==> config.mk <==
export PLATFORM = sky130hd
export DESIGN_NAME = regmap_arbiter
export DESIGN_NICKNAME = d
export VERILOG_FILES = /design/src/rtl/regmap_arb_pkg.sv /design/src/rtl/rr_arbiter.sv /design/src/rtl/regmap_arbiter.sv
export SDC_FILE = /design/constraint.sdc
export NUM_CORES = 1
export LEC_CHECK = 0
export CAP_MARGIN = 20
export CORE_MARGIN = 3
export CORE_UTILIZATION = 40
export CTS_BUF_LIST = sky130_fd_sc_hd__clkbuf_2
export DETAILED_ROUTE_END_ITERATION = 12
export HOLD_SLACK_MARGIN = 0.1
export PLACE_DENSITY = 0.87
export SLEW_MARGIN = 5
export SYNTH_ARGS = -nofsm -noshare
export SYNTH_HDL_FRONTEND = slang
export SYNTH_SLANG_ARGS = --single-unit
==> constraint.sdc <==
create_clock -name clk_i -period 2 [get_ports clk_i]
set_clock_uncertainty 0.15 [all_clocks]
set_input_delay 0.6 -clock clk_i [delete_from_list [all_inputs] [get_ports clk_i]]
set_output_delay 0.6 -clock clk_i [all_outputs]
set_load 0.005 [all_outputs]
==> src/rtl/regmap_arb_pkg.sv <==
// Shared types, hold constants and address-range helpers for the register-map arbiter.
package regmap_arb_pkg;

  typedef enum logic [1:0] {
    IDLE  = 2'd0,
    WRITE = 2'd1,
    READ  = 2'd2,
    RESP  = 2'd3
  } regmap_arb_state_e;

  // The register map commits a write only on the third consecutive enable cycle
  localparam int unsigned WR_HOLD = 3;
  localparam int unsigned RD_HOLD = 2;

  function automatic logic addr_is_config(input logic [31:0] addr, input int unsigned num_config);
    return addr < num_config;
  endfunction

  function automatic logic addr_in_map(input logic [31:0] addr, input int unsigned num_config,
                                       input int unsigned num_status);
    return addr < (num_config + num_status);
  endfunction

endpackage

==> src/rtl/rr_arbiter.sv <==
// One-hot requester arbiter. REGMAP_ARB_RR_EN selects round-robin with a pointer register;
// otherwise it is a fixed-priority encoder where the lowest index wins.
module rr_arbiter #(
  parameter int unsigned NUM_REQ = 2
) (
  input  logic               clk_i,
  input  logic               rst_i,
  input  logic [NUM_REQ-1:0] req,
  input  logic               advance,
  output logic [NUM_REQ-1:0] grant
);

`ifdef REGMAP_ARB_RR_EN
  localparam int unsigned PTR_W = $clog2(NUM_REQ);
  localparam int unsigned IDX_W = PTR_W + 1;

  logic [PTR_W-1:0] ptr_q;
  logic [PTR_W-1:0] ptr_d;
  logic [IDX_W-1:0] idx;
  logic [IDX_W-1:0] nxt;
  logic             found;

  // Search starts at the pointer and wraps; the pointer moves past the winner
  always_comb begin
    grant = '0;
    ptr_d = ptr_q;
    found = 1'b0;
    idx   = '0;
    nxt   = '0;
    for (int unsigned i = 0; i < NUM_REQ; i++) begin
      idx = IDX_W'(ptr_q) + IDX_W'(i);
      if (idx >= IDX_W'(NUM_REQ)) idx = idx - IDX_W'(NUM_REQ);
      if (!found && req[idx[PTR_W-1:0]]) begin
        found                 = 1'b1;
        grant[idx[PTR_W-1:0]] = 1'b1;
        nxt                   = idx + IDX_W'(1);
        ptr_d                 = (nxt == IDX_W'(NUM_REQ)) ? '0 : nxt[PTR_W-1:0];
      end
    end
  end

  always_ff @(posedge clk_i) begin
    if (rst_i) begin
      ptr_q <= '0;
    end else if (advance) begin
      ptr_q <= ptr_d;
    end
  end
`else
  logic unused_ok;
  assign unused_ok = ^{clk_i, rst_i, advance};

  // Isolate the lowest set bit
  assign grant = req & (~req + NUM_REQ'(1));
`endif

endmodule

==> src/rtl/regmap_arbiter.sv <==
// Shares the register-map port between NUM_REQ requesters with the map's multi-cycle hold
// sequence. Arbitration policy is set by REGMAP_ARB_RR_EN (round-robin) in rr_arbiter.
module regmap_arbiter
  import regmap_arb_pkg::*;
#(
  parameter int unsigned NUM_REQ        = 2,
  parameter int unsigned ADDR_WIDTH     = 7,
  parameter int unsigned DATA_WIDTH     = 8,
  parameter int unsigned NUM_CONFIG_REG = 96,
  parameter int unsigned NUM_STATUS_REG = 32
) (
  input  logic                          clk_i,
  input  logic                          rst_i,
  input  logic [NUM_REQ-1:0]            req_valid_i,
  input  logic [NUM_REQ-1:0]            req_we_i,
  input  logic [NUM_REQ*ADDR_WIDTH-1:0] req_addr_i,
  input  logic [NUM_REQ*DATA_WIDTH-1:0] req_wdata_i,
  output logic [NUM_REQ-1:0]            req_ready_o,
  output logic [NUM_REQ-1:0]            rsp_valid_o,
  output logic                          rsp_err_o,
  output logic [DATA_WIDTH-1:0]         rsp_rdata_o,
  output logic                          busy_o,
  output logic [ADDR_WIDTH-1:0]         rm_addr_o,
  output logic [DATA_WIDTH-1:0]         rm_write_data_o,
  output logic                          rm_write_en_o,
  output logic                          rm_read_en_o,
  input  logic [DATA_WIDTH-1:0]         rm_read_data_i
);

  localparam int unsigned CNT_W = $clog2(WR_HOLD);

  regmap_arb_state_e state_q, state_d;
  logic [CNT_W-1:0]      cnt_q, cnt_d;
  logic [NUM_REQ-1:0]    winner_q, winner_d;
  logic                  we_q, we_d;
  logic [ADDR_WIDTH-1:0] addr_q, addr_d;
  logic [DATA_WIDTH-1:0] wdata_q, wdata_d;
  logic                  err_q, err_d;

  logic [NUM_REQ-1:0]    rsp_valid_d;
  logic                  rsp_err_d;
  logic                  busy_d;
  logic [ADDR_WIDTH-1:0] rm_addr_d;
  logic [DATA_WIDTH-1:0] rm_wdata_d;
  logic                  rm_we_d;
  logic                  rm_re_d;

  logic [NUM_REQ-1:0]    arb_grant;
  logic [NUM_REQ-1:0]    grant_c;
  logic                  advance;
  logic                  sel_we;
  logic [ADDR_WIDTH-1:0] sel_addr;
  logic [DATA_WIDTH-1:0] sel_wdata;

  rr_arbiter #(
    .NUM_REQ (NUM_REQ)
  ) u_arb (
    .clk_i   (clk_i),
    .rst_i   (rst_i),
    .req     (req_valid_i),
    .advance (advance),
    .grant   (arb_grant)
  );

  // Grants are only offered from IDLE, so a request raised during RESP waits one cycle
  assign grant_c     = (state_q == IDLE && !rst_i) ? arb_grant : '0;
  assign req_ready_o = grant_c;

  // Winner's request fields, selected by the one-hot grant
  always_comb begin
    sel_we    = 1'b0;
    sel_addr  = '0;
    sel_wdata = '0;
    for (int unsigned k = 0; k < NUM_REQ; k++) begin
      if (grant_c[k]) begin
        sel_we    = sel_we | req_we_i[k];
        sel_addr  = sel_addr | req_addr_i[k*ADDR_WIDTH +: ADDR_WIDTH];
        sel_wdata = sel_wdata | req_wdata_i[k*DATA_WIDTH +: DATA_WIDTH];
      end
    end
  end

  always_comb begin
    state_d  = state_q;
    cnt_d    = cnt_q;
    winner_d = winner_q;
    we_d     = we_q;
    addr_d   = addr_q;
    wdata_d  = wdata_q;
    err_d    = err_q;
    advance  = 1'b0;

    case (state_q)
      IDLE: begin
        if (|grant_c) begin
          advance  = 1'b1;
          winner_d = grant_c;
          we_d     = sel_we;
          addr_d   = sel_addr;
          wdata_d  = sel_wdata;
          if (sel_we) begin
            state_d = WRITE;
            cnt_d   = CNT_W'(WR_HOLD - 1);
            err_d   = !addr_is_config(32'(sel_addr), NUM_CONFIG_REG);
          end else begin
            state_d = READ;
            cnt_d   = CNT_W'(RD_HOLD - 1);
            err_d   = !addr_in_map(32'(sel_addr), NUM_CONFIG_REG, NUM_STATUS_REG);
          end
        end
      end
      WRITE, READ: begin
        if (cnt_q == '0) begin
          state_d = RESP;
        end else begin
          cnt_d = cnt_q - CNT_W'(1);
        end
      end
      RESP:    state_d = IDLE;
      default: state_d = IDLE;
    endcase

    // Registered outputs follow the state being entered; rm_* are zero outside WRITE/READ
    busy_d      = (state_d != IDLE);
    rm_we_d     = (state_d == WRITE) && !err_d;
    rm_re_d     = (state_d == READ);
    rm_addr_d   = (state_d == WRITE || state_d == READ) ? addr_d : '0;
    rm_wdata_d  = (state_d == WRITE) ? wdata_d : '0;
    rsp_valid_d = (state_d == RESP) ? winner_d : '0;
    rsp_err_d   = (state_d == RESP) && err_d;
  end

  always_ff @(posedge clk_i) begin
    if (rst_i) begin
      state_q         <= IDLE;
      cnt_q           <= '0;
      winner_q        <= '0;
      we_q            <= 1'b0;
      addr_q          <= '0;
      wdata_q         <= '0;
      err_q           <= 1'b0;
      busy_o          <= 1'b0;
      rm_write_en_o   <= 1'b0;
      rm_read_en_o    <= 1'b0;
      rm_addr_o       <= '0;
      rm_write_data_o <= '0;
      rsp_valid_o     <= '0;
      rsp_err_o       <= 1'b0;
    end else begin
      state_q         <= state_d;
      cnt_q           <= cnt_d;
      winner_q        <= winner_d;
      we_q            <= we_d;
      addr_q          <= addr_d;
      wdata_q         <= wdata_d;
      err_q           <= err_d;
      busy_o          <= busy_d;
      rm_write_en_o   <= rm_we_d;
      rm_read_en_o    <= rm_re_d;
      rm_addr_o       <= rm_addr_d;
      rm_write_data_o <= rm_wdata_d;
      rsp_valid_o     <= rsp_valid_d;
      rsp_err_o       <= rsp_err_d;
    end
  end

  // Read data is passed through from the map while the response is presented
  assign rsp_rdata_o = (state_q == RESP && !we_q) ? rm_read_data_i : '0;

endmodule
Word level (Yosys, flattened, before mapping)
Index checks and enable logic that the tools add are counted.
- flip-flop bits (word level): 44
- latch bits: 0
- bits in writable memories: 0
- memory bits (read-only): 0
- input bits: 44
- output and inout port bits: 31
- logic and storage cells: 78
- memories kept: 0
- add/sub/neg operators: 2
- multiply operators: 0
- divide/modulo/power cells: 0
- order comparisons: 1
- equal/unequal tests: 8
- shift-type cells: 0
- muxes and demuxes: 25
- bitwise gates (word level): 8
- reduce and logical (&&, ||, !) cells: 20
- operators by type and width (operator ; number):
    2-to-1 mux 8 bit ; 5
    2-to-1 mux 7 bit ; 4
    2-to-1 mux 2 bit ; 9
    OR reduction 2 bit ; 5
    == test 2 bit (second input constant) ; 4
    OR 8 bit ; 1
    less-than comparator 7 bit (second input constant) ; 1
    OR 7 bit ; 1
    one-hot mux 2 bit (3 select lines) ; 1
    2-to-1 mux 1 bit ; 5
    == test 2 x 1 -> 1 bit (second input constant) ; 2
    logical AND 1 bit ; 4
    zero test 1 bit ; 4
    zero test 2 bit ; 2
    one-hot mux 2 bit (2 select lines) ; 1
    nonzero test 2 bit ; 2
    NOT 1 bit ; 3
    AND reduction 3 bit ; 1
    adder 2 x 1 -> 2 bit (second input constant) ; 1
    AND 2 bit ; 1
    != test 2 x 1 -> 1 bit (second input constant) ; 1
    != test 2 bit (second input constant) ; 1
    NOT 2 bit ; 1
    AND reduction 2 bit ; 1
    3 further kinds ; 3

Depth between registers and ports, before layout
Gate-level depths: netlist of the first run.
- depth after elaboration: 14
- gate-level depth with buffers: 9
- gate-level depth less buffers: 8

By module
From an unflattened synthesis of the first run, not the netlist that was laid out.
- cells, all modules: 196
- area total of the unflattened synthesis: 2064.5 µm²
- by module, submodules not included (module ; instances ; cells each ; area each (µm²) ; seq. area each (µm²)):
    regmap_arbiter ; 1 ; 194 ; 2043.2 ; 880.8
    rr_arbiter ; 1 ; 2 ; 21.3 ; 0.0

Least setup slack after synthesis of the first run
Ideal clock, no wire load.
- kind: input to register
- start point: in rst_i
- end point: reg rm_addr_o[5]
- library setup time: 131 ps
- arrival: 1871 ps
- data required time: 1719 ps
- slack: -152 ps
- stages: 6
- buffers on the path: 1
- cells stage by stage: nand2b_1 > buf_2 > o311ai_1 > nand3b_1 > ha_1 > nor3b_1
- longest elaborated chain between the ends: 13
- elaborated cells between the ends (all ways): 20
- those cells by class: eq/ne (2); mux (10); bitwise (3); reduce/logical (5)
- ends and longest elaborated chain (what ; line ; source):
    start: declaration ; regmap_arbiter.sv:13 ; input logic rst_i,
    zero test 1 bit ; regmap_arbiter.sv:66 ; assign grant_c = (state_q == IDLE && !rst_i) ? arb_grant : '0;
    logical AND 1 bit ; regmap_arbiter.sv:66 ;
    2-to-1 mux 2 bit ; regmap_arbiter.sv:66 ;
    2-to-1 mux 1 bit ; regmap_arbiter.sv:75 ; if (grant_c[k]) begin
    OR 1 bit ; regmap_arbiter.sv:76 ; sel_we = sel_we | req_we_i[k];
    2-to-1 mux 1 bit ; regmap_arbiter.sv:75 ;
    2-to-1 mux 2 bit ; regmap_arbiter.sv:101 ; if (sel_we) begin
    2-to-1 mux 2 bit ; regmap_arbiter.sv:95 ; if (|grant_c) begin
    one-hot mux 2 bit (3 select lines) ; regmap_arbiter.sv:93 ; case (state_q)
    == test 2 x 1 -> 1 bit or == test 2 bit (tied branches) ; regmap_arbiter.sv:127 ; rm_addr_d = (state_d == WRITE || state_d == READ) ? addr_d : '0;
    logical OR 1 bit ; regmap_arbiter.sv:127 ;
    NOT 1 bit (no source line) ; -- ;
    OR reduction 2 bit (no source line) ; -- ;
    end signal: assignment ; regmap_arbiter.sv:160 ; rm_addr_o <= rm_addr_d;
    end: declaration ; regmap_arbiter.sv:23 ; output logic [ADDR_WIDTH-1:0] rm_addr_o,
Parallel ways exist; a longest one is shown, timed or not.
A chain may end at the register's enable or synchronous reset.

Worst setup path in the final report of the first run
- start point: reg state_q[0]
- end point: out req_ready_o[0]
- longest elaborated chain between the ends: 3
- ends and longest elaborated chain (what ; line ; source):
    start: declaration ; regmap_arbiter.sv:32 ; regmap_arb_state_e state_q, state_d;
    start signal: assignment ; regmap_arbiter.sv:150 ; state_q <= state_d;
    zero test 2 bit ; regmap_arbiter.sv:66 ;
    logical AND 1 bit ; regmap_arbiter.sv:66 ;
    2-to-1 mux 2 bit ; regmap_arbiter.sv:66 ;
    end: declaration ; regmap_arbiter.sv:18 ; output logic [NUM_REQ-1:0] req_ready_o,
Every way passes these cells.

==> flow_summary_export.csv, run 1 <==
group,metric,value,unit
outcome,status,"finished with violations",
outcome,violations,"setup timing",
yosys,yosysTopAreaCell,"dfxtp_1",
sta,hold_violations,0,
clocking,cts_buffers,5,
routing,drt-vias-per-instance,5.19,
placed_design,place_inst,343,
yosys,synthTopCellsByArea,"dfxtp_1 (46%), and2_1 (7.6%), nand2_1 (6.5%)",
placed_design,placed_cell_area,2840,sq um
clocking,clk_pin_slew,0.22,ns
setup_path,worstPathCellList,"buf_6, inv_4, ha_4, nor2b_4, nand2_2, inv_2, buf_6",
routing,route.detailed.drc,0,
yosys,synthArstFlopShare,0,
global_route,grt_overflow,0,
global_route,grt_max_degree,17,
placed_design,dpl_worst_slack,-0.701,ns
final_layout,final_cell_area,3150,sq um
sta,drv_slew,0,
pwr,ir_drop,620,uV
setup_path,critPathKind,"register to output port",
yosys,netlist_instances,203,
yosys,synth_nets,256,
final_layout,diodes,0,
placed_design,place.port_buffers,74,
routing,vias,1888,
yosys,synth_seq_cells,44,
yosys,ys_warn_count,0,
setup_path,crit_top_cell,"buf_6",
placed_design,gp_congestion,0.944,
clocking,cts-htree-levels,2,
routing,post_drt_wl_per_cell,15.7,um
sta,finalCriticalPeriod,2.23,ns
floorplan,io_pins,75,
setup_path,crit_path_max_incr_delay,0.38,ns
pwr,powerDensity,1090,nW/um^2
yosys,ys_seq_area_frac,0.464,
yosys,yosys-top-cells-count,"dfxtp_1 (44), nand2_1 (33), and2_1 (23)",
sta,finalSetupViolations,27,
setup_path,startpoint_type,"register",
setup_path,cp-startpoint,"state_q[0]$_SDFF_PP0_",
sta,setup_ws,-0.233,ns
final_layout,areaGrowthSynthToFinish,65.7,%
yosys,synth_edf_count,0,
sta,clock.fmax,448,MHz
clocking,hold_buffers,0,
setup_path,cp_max_fo,3,
yosys,yosysTopAreaCellShare,0.464,
yosys,yosysMostFrequentCell,"dfxtp_1",
setup_path,critPathSlowestCell,"dfxtp_2",
floorplan,start_util,0.424,
yosys,netlist_area,1900,sq um
clocking,clock-root-buffer,"clkbuf_2",
routing,drt_iter0_markers,148,
worst_hold_path,min-delay-start,"winner_q[0]$_SDFF_PP0_",
routing,ant_nets,0,
clocking,cts_buffer_depth,2,
final_layout,fin_nets,364,
sta,timing.final.crit_share,1.12,
global_route,antenna_found_initial,0,
clocking,clock-sinks,44,
final_layout,stdcell_count,364,
sta,whs,0.348,ns
sta,slew_headroom,0.767,
global_route,grt_pass1_wl,8930,um
worst_hold_path,min_path_type,"register to register",
setup_path,r2r_start,"state_q[0]$_SDFF_PP0_",
routing,finalWirelength,5710,um
final_layout,drive_gt1_frac,0.321,
setup_path,endpoint_kind,"output port",
floorplan,die_h,74.9,um
sta,worst_slew_pin_slew,0.348,ns
routing,first_pass_iters,4,
yosys,ys.flop_type,"dfxtp_1",
setup_path,r2r_slack,-0.12,ns
sta,grt_setup_unrepaired,"true",
global_route,grt_pass1_vias,1969,
placed_design,dp.final_hpwl,3730,um
pwr,p_total,0.00342,W
yosys,yosysUniqueCellTypes,40,
pwr,p_leak,1.40,nW
floorplan,rows,24,
clocking,cts_tree,"built",
floorplan,fp.dieW,74.9,um
floorplan,fp.coreArea,4470,sq um
global_route,grt_use_total,0.209,
setup_path,required,1.25,ns
run,cap_violations,0,
clocking,clkLatencyLatePin,0.41,ns
setup_path,cp.arrival,1.48,ns
yosys,syn_avg_cell_area,9.35,sq um
floorplan,die_area,5610,sq um
==> worst paths after layout <==
path                        endpoint  cells after the start
max                   req_ready_o[0]                      7
min           winner_q[0]$_SDFF_PP0_                      2
max reg2reg  rm_addr_o[5]$_SDFF_PP0_                     10
min reg2reg   winner_q[0]$_SDFF_PP0_                      2
==> repair_timing <==
action,CTS,global route
gates cloned,0,0
setup buffers,11,4
pin swaps,14,9
resized for setup,94,24
setup endpoints to repair,51,35
==> kinds of logic (layout without fill, tap and decap cells) <==
group | after synthesis | after routing | share of synthesized area
flops | 44 | 44 | 0.464
fa+ha+maj | 9 | 9 | 0.0593
simple gates | 84 | 84 | 0.238
buf+inv | 18 | 127 | 0.0560
compound gates | 46 | 46 | 0.172
mux | 2 | 2 | 0.0105
==> placed cells by master (no fill, tap or decap), types with 6 or more instances in the layout <==
cell / instances
dfxtp_1: 38
o21ai_0: 14
nor2_1: 6
buf_4: 29
ha_4: 6
clkdlybuf4s50_1: 40
buf_6: 8
buf_2: 8
dlygate4sd2_1: 22
a31oi_2: 7
nand2_1: 33
and2_1: 20
a31oi_1: 6
==> routing by layer <==
metal | up-vias | GRT usage | wire length (um)
li1 | 908 | - | -
met1 | 873 | 0.232 | 2220
met2 | 90 | 0.381 | 2950
met3 | 17 | 0.0454 | 389
met4 | 0 | 0.0889 | 148
met5 | - | 0 | 0
==> critical path, delay by kind of cell (launching register included) <==
family	cells	cell delay [ns]
DFF	1	0.38
buffers and inverters	4	0.33
and+or+nand+nor	2	0.23
adders and majority gates	1	0.15
==> registers in the layout, summed over array words and instances (netlist names) <==
name / cells
winner_q: 2
rm_read_en_o: 1
addr_q: 7
rm_write_data_o: 8
rm_addr_o: 7
err_q: 1
we_q: 1
busy_o: 1
cnt_q: 2
state_q: 2
rm_write_en_o: 1
rsp_err_o: 1
rsp_valid_o: 2
wdata_q: 8
==> report_power, final <==
| part | internal [W] | switching (W) | leakage (nW) | total [W] |
|---|---|---|---|---|
| clock network | 0.000210 | 0.000294 | 0.0406 | 0.000504 |
| logic | 0.00101 | 0.000840 | 1.00 | 0.00185 |
| registers | 0.00102 | 0.0000494 | 0.362 | 0.00107 |
| total | 0.00224 | 0.00118 | 1.40 | 0.00342 |
==> area by class of cell <==
| cell class | count | area, sq um |
|---|---|---|
| fillers | 321 | 1330 |
| multi-input cells | 141 | 1100 |
| repair buffers | 110 | 986 |
| flip-flops and latches | 44 | 891 |
| well taps | 52 | 65.1 |
| clock inverters | 3 | 42.5 |
| inverters | 9 | 38.8 |
| clock buffers | 5 | 25.0 |
==> stage by stage <==
stage / util / setup TNS, ns
6_report: 0.703 / -3.50
5_1_grt: 0.703 / -5.36
3_3_place_gp: 0.634 / -21.44
2_1_floorplan: - / -0.238
4_1_cts: 0.677 / -2.39
3_5_place_dp: 0.634 / -23.57
Note: power is estimated with default switching activity, not from simulation.
==> run 2: changes to the inputs <==
--- a/config.mk
+++ b/config.mk
@@ -10,8 +10,8 @@
 export CORE_UTILIZATION = 40
 export CTS_BUF_LIST = sky130_fd_sc_hd__clkbuf_2
 export DETAILED_ROUTE_END_ITERATION = 12
-export HOLD_SLACK_MARGIN = 0.1
 export PLACE_DENSITY = 0.87
+export SETUP_SLACK_MARGIN = 0.4
 export SLEW_MARGIN = 5
 export SYNTH_ARGS = -nofsm -noshare
 export SYNTH_HDL_FRONTEND = slang
==> run 2 against run 1 <==
Compared with the run above:
- the run still ends with setup timing left
- final cell count is 4.4% higher
- sequential power hardly changed
- global-route usage is 0.99 points higher
- via count is 11% higher
- design area is 15% higher
- critical path type unchanged
- critical endpoint unchanged
- largest power group unchanged
==> flow_summary_export.csv, run 2 (synthesis gave the netlist of run 1 again) <==
group,metric,value,unit
global_route,use_met3,0.0427,
setup_path,crit_cells,7,
setup_path,r2r_start,"state_q[0]$_SDFF_PP0_",
final_layout,fillers,235,
clocking,clkLatencyLatePin,0.44,ns
placed_design,dp.final_hpwl,3740,um
floorplan,die_area,5610,sq um
global_route,grt_pass1_vias,1928,
setup_path,crit_path_max_incr_delay,0.38,ns
final_layout,stdcell_count,380,
routing,post_drt_wl_per_cell,20.5,um
setup_path,worstPathCellList,"buf_6, inv_4, ha_4, nor2b_4, nand2_2, inv_2, buf_6",
setup_path,crit_family,"flip-flops",
final_layout,reg.largest.list,"rm_write_data_o x8, wdata_q x8",
clocking,clk_pin_slew,0.23,ns
outcome,violations,"setup timing",
sta,setup_ws,-0.332,ns
placed_design,place_inst,345,
global_route,antenna_found_initial,0,
routing,route.detailed.drc,0,
clocking,cts-htree-levels,2,
global_route,grt_overflow,0,
floorplan,io_pins,75,
clocking,cts_buffers,5,
floorplan,die_h,74.9,um
sta,slew_headroom,0.685,
routing,drt-vias-per-instance,5.52,
global_route,grtUsageMet1,0.253,
floorplan,fp.dieW,74.9,um
setup_path,critPathKind,"register to output port",
setup_path,required,1.25,ns
sta,timing.final.crit_share,1.17,
final_layout,regArea,891,sq um
setup_path,reg2reg_depth,13,
setup_path,startpoint_type,"register",
pwr,powerDensity,1110,nW/um^2
sta,clock.fmax,429,MHz
setup_path,cp-startpoint,"state_q[1]$_SDFF_PP0_",
sta,finalCriticalPeriod,2.33,ns
routing,first_pass_iters,5,
clocking,clock-sinks,44,
pwr,p_leak,1.47,nW
final_layout,layout_common_cells,"clkdlybuf4s50_1 (40), dfxtp_1 (36), nand2_1 (31)",
clocking,clock-root-buffer,"clkbuf_2",
floorplan,fp.coreArea,4470,sq um
placed_design,dpl_worst_slack,-0.734,ns
outcome,status,"finished with violations",
floorplan,rows,24,
clocking,cts_tree,"built",
floorplan,start_util,0.424,
pwr,ir_drop,644,uV
routing,finalWirelength,7800,um
routing,vias,2098,
setup_path,r2r_slack,-0.28,ns
worst_hold_path,min_path_type,"register to register",
global_route,busiest_layer,"met2",
setup_path,reg2reg_to,"rm_write_data_o[7]$_SDFF_PP0_",
placed_design,gp_congestion,0.894,
sta,grt_setup_unrepaired,"true",
sta,finalSetupViolations,36,
final_layout,fin_nets,380,
final_layout,layout_commonest_cell,"clkdlybuf4s50_1",
routing,drt_iter0_markers,119,
setup_path,endpoint_kind,"output port",
clocking,hold_buffers,0,
sta,worst_slew_pin_slew,0.468,ns
global_route,grt_pass1_wl,9160,um
final_layout,diodes,0,
setup_path,cp_max_fo,3,
routing,ant_nets,0,
placed_design,place.port_buffers,74,
setup_path,crit_path_end,"req_ready_o[0]",
sta,hold_violations,0,
global_route,grt_use_total,0.219,
setup_path,crit_top_cell,"buf_6",
setup_path,critPathSlowestCell,"dfxtp_2",
setup_path,worstPathBufferInverterCount,4,
final_layout,areaGrowthSynthToFinish,89.8,%
sta,drv_slew,0,
global_route,use_met2,0.397,
global_route,grt_max_degree,16,
setup_path,cp.arrival,1.58,ns
run,cap_violations,0,
clocking,cts_buffer_depth,2,
final_layout,multiInputGateArea,1370,sq um
final_layout,drive_gt1_frac,0.543,
run 2: cell types whose count changed in the layout (fill, tap and decap cells not counted), moves of 4 or more:
| cell | before | now |
|---|---|---|
| o21ai_4 | 0 | 10 |
| buf_2 | 8 | 25 |
| buf_12 | 1 | 5 |
| o21ai_0 | 14 | 2 |
| buf_6 | 8 | 24 |
| buf_4 | 29 | 24 |
| and2_4 | 3 | 12 |
| and2_1 | 20 | 11 |
| a31oi_1 | 6 | 1 |
| dlygate4sd2_1 | 22 | 3 |
| o21ai_2 | 1 | 5 |
run 2: per-layer routing:
layer  share of wire  vias to the layer above  wire length, um
met4           0.035                        0              273
met5               0                        -                0
met1            0.38                      994             2960
met3           0.067                       28              523
li1                -                      947                -
met2            0.52                      129             4040
run 2: power by group:
part           internal (W)  switching (W)  leakage (nW)  total (W)
clock             0.0000869       0.000303        0.0266   0.000390
combinational       0.00136        0.00113          1.08    0.00249
sequential          0.00103      0.0000790         0.362    0.00110
run 2: what timing repair did:
action                                  CTS  global route
gates cloned                              1             1
endpoints found under the setup margin   74            74
gates resized for setup                 207            57
pin swaps                                26            25
buffers inserted                         17             8
hold endpoints to repair                  0             0
run 2: stage by stage:
stage	power, W	TNS [ns]	utilization	instance area (sq um)	hold WS [ns]
detailed placement	0.00237	-24.23	0.642	2870	0.288
floorplan	0.00182	-0.192	-	1970	0.276
global placement	0.00234	-20.94	0.642	2870	0.292
finish	0.00398	-7.38	0.805	3600	0.364
CTS	0.00331	-3.67	0.719	3220	0.319
global route	0.00413	-9.14	0.805	3600	0.386
run 2: tightest hold or removal path, cell delays in order, from the launching register on:
cell and delay [ns]:
dfxtp_1 0.36, nand2_1 0.07, o21ai_1 0.07
run 2: area by class of cell:
type | count | share of cell area
Sequential cell | 44 | 0.247
Clock buffer | 6 | 0.00834
Clock inverter | 2 | 0.00313
Inverter | 9 | 0.0129
Tap cell | 52 | 0.0181
Timing Repair Buffer | 126 | 0.331
Multi-Input combinational cell | 141 | 0.379
run 2: worst min-delay path by stage:
stage	from	end	slack (ns)	cells after the start
after floorplan	winner_q[0]$_SDFF_PP0_	winner_q[0]$_SDFF_PP0_	0.28	2
after global placement	winner_q[0]$_SDFF_PP0_	winner_q[0]$_SDFF_PP0_	0.29	2
after detailed placement	winner_q[0]$_SDFF_PP0_	winner_q[0]$_SDFF_PP0_	0.29	2
after CTS	winner_q[0]$_SDFF_PP0_	winner_q[0]$_SDFF_PP0_	0.32	2
after global routing	addr_q[0]$_SDFF_PP0_	addr_q[0]$_SDFF_PP0_	0.39	2
final	winner_q[0]$_SDFF_PP0_	winner_q[0]$_SDFF_PP0_	0.36	2
